<file path="config.mk">
export PLATFORM = sky130hd
export DESIGN_NAME = rename_free_list
export DESIGN_NICKNAME = d
export VERILOG_FILES = /design/src/rtl/core_pkg.sv /design/src/rtl/free_list_pick.sv /design/src/rtl/rename_free_list.sv
export SDC_FILE = /design/constraint.sdc
export NUM_CORES = 1
export LEC_CHECK = 0
export CORE_AREA = 8 8 401 403
export CTS_CLUSTER_SIZE = 14
export DETAILED_ROUTE_END_ITERATION = 8
export DIE_AREA = 0 0 409 411
export GPL_TIMING_DRIVEN = 1
export MAX_ROUTING_LAYER = met4
export PLACE_DENSITY_LB_ADDON = 0.3
export SETUP_SLACK_MARGIN = 0.1
export SYNTH_ARGS = -nofsm -noshare
export SYNTH_HDL_FRONTEND = slang
export SYNTH_SLANG_ARGS = --single-unit
</file>
<file path="constraint.sdc">
create_clock -name clk -period 58.2 [get_ports clk]
set_input_delay 17.46 -clock clk [delete_from_list [all_inputs] [get_ports clk]]
set_output_delay 17.46 -clock clk [all_outputs]
set_load 0.02 [all_outputs]
</file>
<file path="src/rtl/core_pkg.sv">
// Shared definitions for the rename-stage physical register free list.
// Holds the default register-file sizing, the physical tag and checkpoint id
// types, and the popcount helper used for free_count and request counting.
package core_pkg;

  localparam int DEF_PREGS     = 48;
  localparam int DEF_ARCH_REGS = 32;
  localparam int DEF_NUM_CKPT  = 4;
  localparam int DEF_PREG_W    = $clog2(DEF_PREGS);
  localparam int DEF_CKPT_W    = $clog2(DEF_NUM_CKPT);

  // Widest vector popcount accepts; callers zero-extend into it.
  localparam int POPCNT_MAX = 256;

  typedef logic [DEF_PREG_W-1:0] preg_t;
  typedef logic [DEF_CKPT_W-1:0] ckpt_id_t;

  function automatic int unsigned popcount(input logic [POPCNT_MAX-1:0] vec);
    int unsigned cnt;
    cnt = 0;
    for (int i = 0; i < POPCNT_MAX; i++) begin
      if (vec[i]) cnt++;
    end
    return cnt;
  endfunction

endpackage

</file>
<file path="src/rtl/free_list_pick.sv">
// Combinational k-th-lowest-set-bit finder.
// Ports:
//   mask  : candidate bit vector (1 = available)
//   k     : zero-based rank of the set bit wanted
//   idx   : index of that set bit (0 when not found)
//   found : mask holds at least k+1 set bits
module free_list_pick
  import core_pkg::*;
#(
  parameter int N  = DEF_PREGS,
  parameter int KW = 2,
  parameter int IW = $clog2(N)
) (
  input  logic [N-1:0]  mask,
  input  logic [KW-1:0] k,
  output logic [IW-1:0] idx,
  output logic          found
);

  // Walk upward counting set bits; the first set bit whose rank equals k wins.
  always_comb begin
    int seen;
    idx   = '0;
    found = 1'b0;
    seen  = 0;
    for (int i = 0; i < N; i++) begin
      if (mask[i]) begin
        if (!found && (seen == int'(k))) begin
          idx   = IW'(i);
          found = 1'b1;
        end
        seen++;
      end
    end
  end

endmodule

</file>
<file path="src/rtl/rename_free_list.sv">
// Physical register free list with branch checkpoints.
// Grants up to ALLOC_PORTS registers per cycle (all-or-nothing, lowest tag
// first), accepts up to FREE_PORTS commit releases per cycle, and keeps
// NUM_CKPT snapshots of the free mask for single-cycle mispredict recovery.
// Ports:
//   clk, reset           : clock, asynchronous active-high reset
//   alloc_req/grant/phys : allocation lanes; phys valid when req && grant
//   free_en/free_phys    : release lanes
//   ckpt_take/restore/id : snapshot or restore slot ckpt_id
//   free_count           : registered number of free tags
//   err_double_free      : sticky double/out-of-range free flag
module rename_free_list
  import core_pkg::*;
#(
  parameter int PHYS_REGS   = DEF_PREGS,
  parameter int ARCH_REGS   = DEF_ARCH_REGS,
  parameter int ALLOC_PORTS = 2,
  parameter int FREE_PORTS  = 2,
  parameter int NUM_CKPT    = DEF_NUM_CKPT,
  parameter int PREG_W      = $clog2(PHYS_REGS),
  parameter int CKPT_W      = $clog2(NUM_CKPT)
) (
  input  logic                                clk,
  input  logic                                reset,
  input  logic [ALLOC_PORTS-1:0]              alloc_req,
  output logic                                alloc_grant,
  output logic [ALLOC_PORTS-1:0][PREG_W-1:0]  alloc_phys,
  input  logic [FREE_PORTS-1:0]               free_en,
  input  logic [FREE_PORTS-1:0][PREG_W-1:0]   free_phys,
  input  logic                                ckpt_take,
  input  logic                                ckpt_restore,
  input  logic [CKPT_W-1:0]                   ckpt_id,
  output logic [PREG_W:0]                     free_count,
  output logic                                err_double_free
);

  localparam int KW = $clog2(ALLOC_PORTS + 1);
  localparam logic [PHYS_REGS-1:0] INIT_MASK  = {PHYS_REGS{1'b1}} << ARCH_REGS;
  localparam logic [PREG_W:0]      INIT_COUNT = (PREG_W+1)'(PHYS_REGS - ARCH_REGS);

  logic [PHYS_REGS-1:0] free_mask_q, free_mask_d;
  logic [PHYS_REGS-1:0] ckpt_mask_q [NUM_CKPT];
  logic [PHYS_REGS-1:0] ckpt_mask_d [NUM_CKPT];
  logic [PREG_W:0]      free_count_q, free_count_d;
  logic                 err_q, err_d;

  logic [KW-1:0]                        lane_k [ALLOC_PORTS];
  logic [ALLOC_PORTS-1:0][PREG_W-1:0]   pick_idx;
  logic [ALLOC_PORTS-1:0]               pick_found;
  logic [PREG_W:0]                      req_count;
  logic [PHYS_REGS-1:0]                 granted_bits;
  logic [PHYS_REGS-1:0]                 released_bits;
  logic                                 err_now;

  // Sparse lanes: each requesting lane takes the next free tag in rank order,
  // so its rank is the number of requesting lanes below it.
  always_comb begin
    int below;
    below = 0;
    for (int a = 0; a < ALLOC_PORTS; a++) begin
      lane_k[a] = KW'(below);
      if (alloc_req[a]) below++;
    end
  end

  for (genvar a = 0; a < ALLOC_PORTS; a++) begin : g_pick
    free_list_pick #(
      .N  (PHYS_REGS),
      .KW (KW),
      .IW (PREG_W)
    ) u_pick (
      .mask  (free_mask_q),
      .k     (lane_k[a]),
      .idx   (pick_idx[a]),
      .found (pick_found[a])
    );
  end

  assign alloc_phys      = pick_idx;
  assign free_count      = free_count_q;
  assign err_double_free = err_q;

  // Grant decision uses only registered state, so this cycle's frees never
  // help an allocation until the next cycle.
  always_comb begin
    req_count   = (PREG_W+1)'(popcount(POPCNT_MAX'(alloc_req)));
    alloc_grant = !reset && !ckpt_restore && (req_count <= free_count_q);
  end

  // Release decode and error detection. A tag already free, or freed twice in
  // the same cycle, or beyond the register file, flags the sticky error.
  always_comb begin
    granted_bits  = '0;
    released_bits = '0;
    err_now       = 1'b0;
    if (alloc_grant) begin
      for (int a = 0; a < ALLOC_PORTS; a++) begin
        if (alloc_req[a] && pick_found[a]) granted_bits[pick_idx[a]] = 1'b1;
      end
    end
    for (int f = 0; f < FREE_PORTS; f++) begin
      if (free_en[f]) begin
        if (int'(free_phys[f]) >= PHYS_REGS) begin
          err_now = 1'b1;
        end else begin
          if (free_mask_q[free_phys[f]] || released_bits[free_phys[f]]) err_now = 1'b1;
          released_bits[free_phys[f]] = 1'b1;
        end
      end
    end
  end

  // Next-state mask and checkpoints. Releases are folded into every slot so a
  // later restore never resurrects a committed register as in-use. Restore
  // wins over take and leaves the restored slot itself unchanged.
  always_comb begin
    if (ckpt_restore) begin
      free_mask_d = ckpt_mask_q[ckpt_id] | released_bits;
    end else begin
      free_mask_d = (free_mask_q & ~granted_bits) | released_bits;
    end
    for (int c = 0; c < NUM_CKPT; c++) begin
      ckpt_mask_d[c] = ckpt_mask_q[c] | released_bits;
    end
    if (ckpt_take && !ckpt_restore) begin
      ckpt_mask_d[ckpt_id] = free_mask_d;
    end
    free_count_d = (PREG_W+1)'(popcount(POPCNT_MAX'(free_mask_d)));
    err_d        = err_q | err_now;
  end

  always_ff @(posedge clk or posedge reset) begin
    if (reset) begin
      free_mask_q  <= INIT_MASK;
      for (int c = 0; c < NUM_CKPT; c++) begin
        ckpt_mask_q[c] <= INIT_MASK;
      end
      free_count_q <= INIT_COUNT;
      err_q        <= 1'b0;
    end else begin
      free_mask_q  <= free_mask_d;
      for (int c = 0; c < NUM_CKPT; c++) begin
        ckpt_mask_q[c] <= ckpt_mask_d[c];
      end
      free_count_q <= free_count_d;
      err_q        <= err_d;
    end
  end

endmodule

</file>
==> results.cfg <==
[run_status]
status = complete, no violations

[placed_design]
globalplace.congestion = 0.971
numPortBuffers = 42
post-dp-hpwl_mm = 112

[final_layout]
design.final.nets = 5095
most-common-layout-cells = sky130_fd_sc_hd__nor2_1, sky130_fd_sc_hd__nand2_1, sky130_fd_sc_hd__xnor2_1
mostFrequentLayoutCell = sky130_fd_sc_hd__nor2_1
post-route-util = 0.281
final_layout_size_suffix_gt1_frac = 0.146
growth_of_design_area_from_synthesis_to_finish_pct = 13.1

[critical_path]
setup.reg_to_reg.worst_slack_ns = 3.02
crit_path_frequent_cell = sky130_fd_sc_hd__ha_1
criticalPathCategory = flop to flop
worst-r2r-cell-count = 310
cp.arrival_ns = 55.63
rr_startpoint = free_mask_q[0]
regToRegEndpoint = free_count[6]
timing.critical_path.fanout_max = 6
crit_path_end_kind = flop
critPathMaxStageDelay_ns = 0.51
worst_setup_start_kind = flop
timing.critical_path.required_ns = 58.65
worst_path_max_delay_cell = sky130_fd_sc_hd__or4b_4

[routing]
detail_route.vias_per_cell = 5.35
wl_mm = 143
antenna_violating_nets_left = 0
initialDrtViolationCount = 2980
dr_total_vias = 37600
first_pass_iteration_count_of_the_detailed_router = 6
routedWlPerCell_um = 20.3
post-route-drc-count = 0

[clocking]
cts_made_buffers = 31
clockBufferDepth = 3
holdBufCountCts = 0
htree_levels = 1
tritoncts = yes
cell_at_the_root_of_the_clock_tree = sky130_fd_sc_hd__clkbuf_16
path_clk_slew_ns = 0.06
clock_latency_ns = 0.59
numClockSinks = 248

[timing]
fmax_mhz = 18.1
timing_max_transition_violations_final = 0
timing_worst_slew_pin_value_ns = 1.17
final.min_clock_period_ns = 55.18
hold_viol = 0
final.period_utilization = 0.948
hold_ws_ns = 0.506
final-setup-viol-count = 0
timing.slew.headroom = 0.220
final.setup_skew_ns = 0.0310

[yosys]
ys_seq_area_frac = 0.164
post_synth_num_cell_types = 143
synth_enable_flop_cells = 0
ys_warn_count = 0
netlist_area_um2 = 38400
synthCells = 4905
postSynthRegisterBits = 248
syn_area_per_cell_um2 = 7.82
async_reset_ff_frac = 1.00
synth_ff_type = sky130_fd_sc_hd__dfrtp_1
syn_nets = 5069

[grt]
global_route.usage.total = 0.164
grt_overflow = 0
first_global_vias = 35800
grt_start_max_net_pins = 133
number_of_antenna_violations_at_the_first_check_in_global_routing = 14
grt_pass1_wl_mm = 217

[floorplan]
design.die.area_um2 = 168000
die_x_um = 409
num_rows = 145
core_region_area_um2 = 155000
io_pins = 43
floorplan.die.height_um = 411
initial_utilization = 0.248

[hold_path]
hold_end = ckpt_mask_q[74]
hold_start = ckpt_mask_q[74]
worstHoldPathType = flop to flop
hold_depth = 2

[flow_run]
max_cap_viol_count = 0
sequential cells by signal (all words and copies together) (netlist names):
signal / cells
ckpt_mask_q: 192
free_mask_q: 48
free_count: 7
err_double_free: 1
cell type report:
| class | instances | area, µm² |
|---|---|---|
| fill | 16700 | 111000 |
| multi-input combinational | 4192 | 30800 |
| sequential | 248 | 6310 |
| tap | 2058 | 2570 |
| timing repair buffer | 216 | 1710 |
| clock buffer | 49 | 925 |
| inverter | 242 | 921 |
| clock inverter | 8 | 121 |
| antenna | 9 | 22.5 |
routing by layer:
layer,vias to the layer above,global-route usage,share of wire
met2,1031,0.265,0.46
met1,18400,0.220,0.46
li1,18000,-,-
met3,209,0.0140,0.052
met5,-,-,0
met4,0,0.0484,0.034
worst max path at each step:
stage	from	endpoint	slack [ns]	depth (start not counted)
floorplan	free_mask_q[1]	free_count[6]	2.86	311
global placement	free_mask_q[0]	free_count[6]	0.76	308
detailed placement	free_mask_q[0]	free_count[6]	-0.83	307
CTS	free_mask_q[0]	free_count[6]	0.11	310
global route	free_mask_q[0]	free_count[6]	-0.43	310
finish	free_mask_q[0]	free_count[6]	3.02	310
synthesized netlist by cell type (all sizes together), types with 17 or more instances:
| library cell | count | area, µm² |
|---|---|---|
| nor2 | 516 | 1960 |
| o21a | 30 | 225 |
| clkbuf | 151 | 568 |
| a21o | 37 | 279 |
| mux4 | 64 | 1440 |
| or3 | 42 | 268 |
| a22oi | 83 | 623 |
| o2111ai | 17 | 155 |
| nor2b | 60 | 378 |
| nand4 | 56 | 350 |
| inv | 240 | 906 |
| nand3b | 23 | 173 |
| o22ai | 64 | 428 |
| mux2i | 77 | 782 |
| a221oi | 17 | 203 |
| mux2 | 27 | 308 |
| nor4 | 38 | 257 |
| dfstp | 81 | 2130 |
| a21oi | 320 | 1610 |
| a211o | 23 | 201 |
| xor2 | 128 | 1200 |
| or2 | 46 | 288 |
| dfrtp | 167 | 4180 |
| xnor2 | 364 | 3560 |
| o211ai | 60 | 460 |
| xnor3 | 101 | 2310 |
| nand2b | 61 | 382 |
| a211oi | 44 | 363 |
| nor3 | 223 | 1140 |
| o21ai | 275 | 1380 |
| a2111oi | 17 | 220 |
| o31ai | 22 | 203 |
| nand3 | 175 | 886 |
| nor3b | 25 | 188 |
| and3 | 52 | 325 |
| buf | 71 | 454 |
| a31oi | 55 | 344 |
| and2 | 94 | 589 |
| nand2 | 501 | 1880 |
| ha | 142 | 1780 |
timing repair:
item / 4_1_cts / 5_1_grt
setup endpoints to repair: 6 / 6
gates resized for setup: 13 / 159
cloned: 0 / 1
pin swaps: 3 / 43
setup buffers: 5 / 45
through the flow:
stage	setup WS (ns)	TNS, ns	std cells	cell area (µm²)
final	3.02	0	7022	43400
after global routing	-0.433	-1.18	7020	43400
after CTS	0.113	0	6967	42400
after detailed placement	-0.830	-3.19	6905	41300
after global placement	0.760	0	6905	41300
after floorplan	2.86	0	4905	38400
cell families after synthesis:
family | share of synthesized area
XOR/XNOR | 0.189
multiplexers | 0.0660
buffers and inverters | 0.0509
adder cells (fa/ha/maj) | 0.0466
flip-flops | 0.164
AND/OR/NAND/NOR | 0.255
AO/OA/AOI/OAI | 0.229
critical path, delay by kind of cell (launching register included):
| kind | cells | cell delay (ns) |
|---|---|---|
| compound gates | 75 | 10.73 |
| xor+xnor | 2 | 0.55 |
| fa+ha+maj | 89 | 25.75 |
| buf+inv | 25 | 1.78 |
| flops | 1 | 0.42 |
| mux | 13 | 2.78 |
| simple gates | 106 | 12.95 |
Power is not shown: default switching activity piles up to over one toggle a cycle in this logic, so the estimate is an artifact.
